===== src/rtl/batcharger_ctrl.sv =====
// Charge controller FSM: IDLE/TC/CC/CV/DONE/PAUSE/FAULT, driven by debounced ADC
// thresholds, a per-state timer and a temperature window; all outputs registered.
module batcharger_ctrl #(
  parameter int                 VCUTOFF = 154,
  parameter int                 VPRESET = 215,
  parameter int                 VRECH   = 205,
  parameter int                 TMIN    = 40,
  parameter int                 TMAX    = 85,
  parameter int                 DEB     = 4,
  parameter int                 TIMER_W = 24,
  parameter logic [TIMER_W-1:0] TC_TMAX = 24'd1_000_000,
  parameter logic [TIMER_W-1:0] CV_TMAX = 24'd4_000_000
) (
  input  logic       clk,
  input  logic       rstz,
  input  logic       en,
  input  logic [3:0] sel,
  input  logic       adc_valid,
  input  logic [7:0] vbat,
  input  logic [8:0] ibat,
  input  logic [7:0] vtbat,
  output logic       tc,
  output logic       cc,
  output logic       cv,
  output logic       done,
  output logic       fault,
  output logic [8:0] iset,
  output logic [7:0] vset
);

  typedef enum logic [2:0] {
    S_IDLE, S_TC, S_CC, S_CV, S_DONE, S_PAUSE, S_FAULT
  } state_t;

  state_t             r_state;
  state_t             w_nxt;
  logic [TIMER_W-1:0] r_timer;
  logic [TIMER_W-1:0] w_tinc;
  logic [3:0]         r_deb;
  logic [3:0]         w_deb_inc;
  logic [4:0]         w_sel1;
  logic [8:0]         w_icc;
  logic [8:0]         w_itc;
  logic               w_tin;
  logic               w_qual;
  logic               w_fire;
  logic               w_tc_to;
  logic               w_cv_to;

  // itc and iend share the C/8 code
  assign w_sel1 = {1'b0, sel} + 5'd1;
  assign w_icc  = {w_sel1, 4'b0000};
  assign w_itc  = {3'b000, w_sel1, 1'b0};

  assign w_tin  = (vtbat >= 8'(TMIN)) && (vtbat <= 8'(TMAX));

  always_comb begin
    w_qual = 1'b0;
    case (r_state)
      S_TC:    w_qual = (vbat >= 8'(VCUTOFF));
      S_CC:    w_qual = (vbat >= 8'(VPRESET));
      S_CV:    w_qual = (ibat < w_itc);
      S_DONE:  w_qual = (vbat < 8'(VRECH));
      default: w_qual = 1'b0;
    endcase
  end

  assign w_deb_inc = (r_deb == 4'hF) ? r_deb : r_deb + 4'd1;
  assign w_fire    = adc_valid && w_qual && (w_deb_inc >= 4'(DEB));

  assign w_tinc  = (&r_timer) ? r_timer : r_timer + 1'b1;
  assign w_tc_to = (w_tinc >= TC_TMAX);
  assign w_cv_to = (w_tinc >= CV_TMAX);

  always_comb begin
    w_nxt = r_state;
    if (!en) begin
      w_nxt = S_IDLE;
    end else begin
      case (r_state)
        S_IDLE:
          if (adc_valid && w_tin) begin
            if (vbat < 8'(VCUTOFF))    w_nxt = S_TC;
            else if (vbat < 8'(VRECH)) w_nxt = S_CC;
            else                       w_nxt = S_DONE;
          end
        S_TC:
          if (adc_valid && !w_tin) w_nxt = S_PAUSE;
          else if (w_tc_to)        w_nxt = S_FAULT;
          else if (w_fire)         w_nxt = S_CC;
        S_CC:
          if (adc_valid && !w_tin) w_nxt = S_PAUSE;
          else if (w_fire)         w_nxt = S_CV;
        S_CV:
          if (adc_valid && !w_tin)  w_nxt = S_PAUSE;
          else if (w_cv_to || w_fire) w_nxt = S_DONE;
        S_DONE:
          if (w_fire) w_nxt = S_CC;
        S_PAUSE:
          if (adc_valid && w_tin) w_nxt = S_IDLE;
        S_FAULT:
          w_nxt = S_FAULT;
        default:
          w_nxt = S_IDLE;
      endcase
    end
  end

  // outputs decode the next state so they line up with the state register
  always_ff @(posedge clk or negedge rstz) begin
    if (!rstz) begin
      r_state <= S_IDLE;
      r_timer <= '0;
      r_deb   <= '0;
      tc      <= 1'b0;
      cc      <= 1'b0;
      cv      <= 1'b0;
      done    <= 1'b0;
      fault   <= 1'b0;
      iset    <= '0;
      vset    <= '0;
    end else begin
      r_state <= w_nxt;
      if (w_nxt != r_state) begin
        r_timer <= '0;
        r_deb   <= '0;
      end else begin
        if (r_state == S_TC || r_state == S_CV) r_timer <= w_tinc;
        if (adc_valid) r_deb <= w_qual ? w_deb_inc : 4'd0;
      end
      tc    <= (w_nxt == S_TC);
      cc    <= (w_nxt == S_CC);
      cv    <= (w_nxt == S_CV);
      done  <= (w_nxt == S_DONE);
      fault <= (w_nxt == S_FAULT);
      iset  <= (w_nxt == S_TC) ? w_itc :
               (w_nxt == S_CC || w_nxt == S_CV) ? w_icc : 9'd0;
      vset  <= (w_nxt == S_CV) ? 8'(VPRESET) : 8'd0;
    end
  end

endmodule

===== config.mk =====
export PLATFORM = sky130hd
export DESIGN_NAME = batcharger_ctrl
export DESIGN_NICKNAME = d
export VERILOG_FILES = /design/src/rtl/batcharger_ctrl.sv
export SDC_FILE = /design/constraint.sdc
export NUM_CORES = 1
export LEC_CHECK = 0
export BUFFER_PORTS_ARGS = -buffer_cell sky130_fd_sc_hd__buf_2
export CAP_MARGIN = 5
export CORE_UTILIZATION = 45
export CTS_BUF_LIST = sky130_fd_sc_hd__clkbuf_8
export CTS_CLUSTER_SIZE = 14
export DETAILED_ROUTE_END_ITERATION = 10
export MAX_ROUTING_LAYER = met4
export PLACE_DENSITY = 0.77
export SLEW_MARGIN = 20
export SYNTH_ARGS = -nofsm -noshare
export SYNTH_HDL_FRONTEND = slang
export SYNTH_SLANG_ARGS = --single-unit

===== constraint.sdc =====
create_clock -name clk -period 8.2 [get_ports clk]
set_clock_uncertainty 0.05 [all_clocks]
set_input_delay 0.82 -clock clk [delete_from_list [all_inputs] [get_ports clk]]
set_output_delay 0.82 -clock clk [all_outputs]
set_load 0.05 [all_outputs]

* After elaboration in Yosys (flattened, before gate mapping)
Index checks and enable logic that the tools add are counted.
** Word-level totals
- Bits of input ports :: 33
- Logic and storage cells :: 73
- Output and inout port bits :: 22
- Flip-flop bits (word level) :: 53
** Operators by class
- Order comparisons :: 10
- Add/sub/neg operators :: 3
- Equality and inequality tests :: 13
- Reductions and logical operators :: 13
- Mux-type cells :: 24
** Operators with widths (number)
- two-way mux 24 bit :: 3
- two-way mux 3 bit :: 12
- adder 24 x 1 -> 24 bit, second input constant :: 1
- >= comparator 24 x 20 -> 1 bit, second input constant :: 1
- >= comparator 24 x 22 -> 1 bit, second input constant :: 1
- AND reduction 24 bit :: 1
- case mux 3 bit (7 select lines) :: 1
- two-way mux 9 bit :: 2
- >= comparator 8 bit, second input constant :: 2
- less-than comparator 8 bit, second input constant :: 2
- two-way mux 4 bit :: 4
- == test 3 bit, second input constant :: 5
- == test 3 x 2 -> 1 bit, second input constant :: 4
- less-than comparator 9 x 6 -> 1 bit :: 1
- >= comparator 8 x 6 -> 1 bit, second input constant :: 1
- <= comparator 8 x 7 -> 1 bit, second input constant :: 1
- two-way mux 8 bit :: 1
- == test 3 x 1 -> 1 bit, second input constant :: 2
- adder 4 x 1 -> 5 bit, second input constant :: 1
- logical AND 1 bit :: 5
- adder 4 x 1 -> 4 bit, second input constant :: 1
- == test 4 bit, second input constant :: 1
- >= comparator 4 x 3 -> 1 bit, second input constant :: 1
- case mux 1 bit (4 select lines) :: 1
- other kinds (5) :: 8

* Longest topological paths before layout
- Depth in word-level cells :: 14
- Gate-level depth with buffers :: 14
- Gate-level depth less buffers :: 13

* Worst setup path before layout
No wires, ideal clock.
- Path type :: input port to flip-flop
- Start :: input port sel[0]
- End :: register r_deb[1]
- Path slack :: 4.343 ns
- Required time :: 8.078 ns
- Library setup time :: 0.072 ns
- Arrival time :: 3.735 ns
- Path buffers :: 1
- Stages :: 13
- Cell sequence :: ha_1 nand3_1 ha_1 or4_1 a2111oi_2 nor2_1 or4_1 a21oi_1 and3b_1 nor4_4 o211ai_4 buf_6 nor2_1
** On the way
- Cells in the longest elaborated chain, start to end :: 12
- Elaborated cells between the ends (all ways) :: 20
- Classes of those cells :: add/sub (1); order compare (1); eq/ne (1); mux (13); reduce/logical (4)
** Ends and longest elaborated chain
- from (decl) :: line 17 : input logic [3:0] sel,
- adder 4 x 1 -> 5 bit (*) :: line 51 : assign w_sel1 = {1'b0, sel} + 5'd1;
- less-than comparator 9 x 6 -> 1 bit (*) :: line 62 : S_CV: w_qual = (ibat < w_itc);
- case mux 1 bit (4 select lines) (*) :: line 59 : case (r_state)
- logical AND 1 bit (2 in a row) :: line 69 : assign w_fire = adc_valid && w_qual && (w_deb_inc >= 4'(DEB));
- two-way mux 3 bit or logical OR 1 bit (tied branches) :: line 90, 98, 96
- two-way mux 3 bit, on equally long branches :: line 89, 96
- two-way mux 3 bit, on equally long branches :: line 88, 95
- case mux 3 bit (7 select lines) :: line 80 : case (r_state)
- two-way mux 3 bit :: line 77 : if (!en) begin
- != test 3 bit :: line 124 : if (w_nxt != r_state) begin
- two-way mux 4 bit or nonzero test 2 bit (tied branches)
- to (signal assigned) :: line 129 : if (adc_valid) r_deb <= w_qual ? w_deb_inc : 4'd0;
- to (decl) :: line 39 : logic [3:0] r_deb;
Mark *: on every way between the ends. The rest lies on a longest branch, timed or not. The select of a mux whose other input is x is not followed.
A chain may end at the register's enable or synchronous reset.

* Worst setup path after layout
- Start :: input port sel[0]
- End :: register r_timer[16]
** On the way
- Cells in the longest elaborated chain, start to end :: 12
- Elaborated cells between the ends (all ways) :: 18
- Classes of those cells :: add/sub (1); order compare (1); eq/ne (1); mux (11); reduce/logical (4)
** Ends and longest elaborated chain
- adder 4 x 1 -> 5 bit (*) :: line 51
- less-than comparator 9 x 6 -> 1 bit (*) :: line 62
- case mux 1 bit (4 select lines) (*) :: line 59
- logical AND 1 bit (*) (2 in a row) :: line 69
- two-way mux 3 bit or logical OR 1 bit (tied branches) :: line 90, 98, 96
- two-way mux 3 bit, on equally long branches :: line 89, 96
- two-way mux 3 bit, on equally long branches :: line 88, 95
- case mux 3 bit (7 select lines) (*) :: line 80
- two-way mux 3 bit (*) :: line 77
- != test 3 bit (*) :: line 124
- two-way mux 24 bit or nonzero test 2 bit (tied branches)
- to (signal assigned) :: line 128 : if (r_state == S_TC || r_state == S_CV) r_timer <= w_tinc;
- to (decl) :: line 37 : logic [TIMER_W-1:0] r_timer;
Mark *: on every way between the ends. The rest lies on a longest branch, timed or not.

==> results_dict.tcl <==
set metrics [dict create \
    status "finished clean" \
    synth.top_cell.area_share 0.323 \
    std_cell_rows 31 \
    total_power_mw 0.663 \
    synthTopCellsByCount "49 x nor2_1, 44 x dfrtp_1, 32 x nand2_1, 17 x xnor2_1, 16 x a21oi_1" \
    peakVddDrop_mv 0.0730 \
    synthArstFlopShare 1.00 \
    crit_path_start "sel[0]" \
    ys.flop_type "dfrtp_1" \
    yosysUniqueCellTypes 68 \
    fmax_mhz 228 \
    gp_congestion 0.911 \
    seq_area_frac_synth 0.323 \
    r2r_cells 11 \
    die_w_um 89.1 \
    post-cts-setup-buffers 0 \
    path_max_fanout 28 \
    synth_most_common_cell "nor2_1" \
    cts_resized 0 \
    gr-usage-all-layers 0.207 \
    grt_pass1_wl_mm 12.6 \
    crit_path_top_delay_cell "or4_1" \
    layout.cells.non_filler 525 \
    clock_latency_ns 0.30 \
    fillers 693 \
    synth-edff-count 0 \
    synth.avg_cell_area_um2 8.62 \
    grt_pass1_vias 2734 \
    placed_cells 517 \
    port_buffers 49 \
    required_ns 8.34 \
    tritoncts "yes" \
    drt_wl_total_mm 7.47 \
    rsz0062_at_grt "false" \
    antenna_found_initial 0 \
    layout_min_cycle_time_ns 4.38 \
    via_per_inst 5.92 \
    ys_top_cells_by_area "dfrtp_1 32%, nor2_1 5.4%, xnor2_1 4.4%" \
    pre_cts_ws_ns 3.53 \
    syn_area_mm2 0.00341 \
    ctsRootBufferMaster "clkbuf_8" \
    worst_setup_path_end_kind "flip-flop" \
    cts.sinks 44 \
    final_core_util 0.513 \
    reg2reg_to "r_timer[0]" \
    die_area_mm2 0.00793 \
    drt_iter0_drc 212 \
    finalHoldViolations 0 \
    areaGrowthSynthToFinish_pct 9.68 \
    tightest_slew_ns 0.861 \
    htreeDepth 2 \
    clockBufferDepth 2 \
    ant_nets 0 \
    diodes 0 \
    yosysWarnings 0 \
    yosys.area.top_type "dfrtp_1" \
    setup_viol 0 \
    drcViolationCount 0 \
    netlist_instances 396 \
    fin_setup_tns_ns 0 \
    vias 3107 \
    crit_buf_inv 1 \
    nets 464 \
    powerDensity_mw_per_mm2 177 \
    ios 55 \
    hold_buffers 0 \
    r2r_slack_ns 4.33 \
    dpl.hpwl_mm 5.49 \
    finalMaxSlewViolations 0 \
    grt_max_degree 45 \
    crit_path_max_incr_delay_ns 0.62 \
    ys_ff_latch 44 \
    worstPathArrival_ns 4.52 \
    clk_pin_slew_worst_paths_ns 0.09 \
    setup_slack_ns 3.82 \
    post_route_cells_drive_above_1_share 0.197 \
    period_share 0.534 \
    chipHeight_um 89.1 \
    cp_top_family "simple AND/OR/NAND/NOR gates" \
    dr.pass1.iters 5 \
    worstHoldPathType "in -> async" \
    cap_violations 0 \
    path_cells "buf_2, ha_1, nand3_1, ha_1, or4_1, a2111oi_2, nor2_1, or4_1, a21oi_1, and3b_1, nor4_4, o211ai_4, a311oi_1" \
    crit_type "in -> reg" \
    startpoint_type "input port" \
    core_mm2 0.00729 \
    gr-total-overflow 0 \
    cts_buffers 5 \
    reg2reg_from "r_timer[0]" \
    p_leak_nw 1.54 \
    initial_core_util 0.468 \
    wire_per_inst_um 14.2 \
    slew_headroom 0.421 \
]
power by group:
group	internal [mW]	total [mW]	leakage (nW)	switching, mW
Clock	0.0918	0.172	0.0548	0.0805
Combinational	0.0673	0.239	0.871	0.172
Sequential	0.234	0.251	0.609	0.0174
Total	0.393	0.663	1.54	0.270
area by class of cell:
class	count	area [um^2]	area share
Clock inverter	3	46.3	0.0124
Multi-Input combinational cell	310	2090	0.560
Clock buffer	5	68.8	0.0184
Sequential cell	44	1100	0.294
Timing Repair Buffer	50	255	0.0682
Tap cell	99	124	0.0331
Inverter	14	52.6	0.0140
state kept, by name, indices dropped and copies added, names as in the netlist:
name,count
cc,1
done,1
fault,1
iset,8
r_deb,4
r_state,3
r_timer,24
tc,1
vset,1
logic make-up after synthesis:
kind of cell / count (synthesis) / synth area share
compound gates: 94 / 0.213
xor+xnor: 27 / 0.0715
fa+ha+maj: 6 / 0.0220
buf+inv: 44 / 0.0656
flops: 44 / 0.323
mux: 3 / 0.00880
other cells: 1 / 0.00110
simple gates: 177 / 0.296
per-stage QoR:
step	area, um^2	hold slack (ns)
floorplan	3420	0.456
global placement	3620	0.491
detailed placement	3620	0.493
CTS	3740	0.510
global route	3740	0.503
finish	3740	0.444
metal layers:
layer / vias up / track usage / routed length, um
met5: - / - / 0
met4: 0 / 0.0418 / 63
met3: 6 / 0.0323 / 426
met2: 98 / 0.349 / 3530
met1: 1482 / 0.265 / 3460
li1: 1521 / - / -
layout by cell type (no fill, tap or decap), types with 6 or more instances in the layout:
master,count
nor2_1,49
buf_2,48
dfrtp_1,44
nand2_1,32
xnor2_1,17
a21oi_1,16
nor3_1,15
nand3_1,15
inv_1,13
nand4_1,11
o21ai_0,10
o31ai_1,10
xor2_1,9
nor4_1,7
or4_1,6
a211oi_1,6
ha_1,6
how the worst max path moves through the flow:
stage | cells past startpoint | endpoint
final | 13 | r_timer[16]
after global routing | 13 | r_timer[16]
after CTS | 13 | r_timer[16]
after detailed placement | 13 | r_timer[8]
after global placement | 13 | r_timer[23]
after floorplan | 13 | r_deb[1]
(Power assumes the default switching activity.)
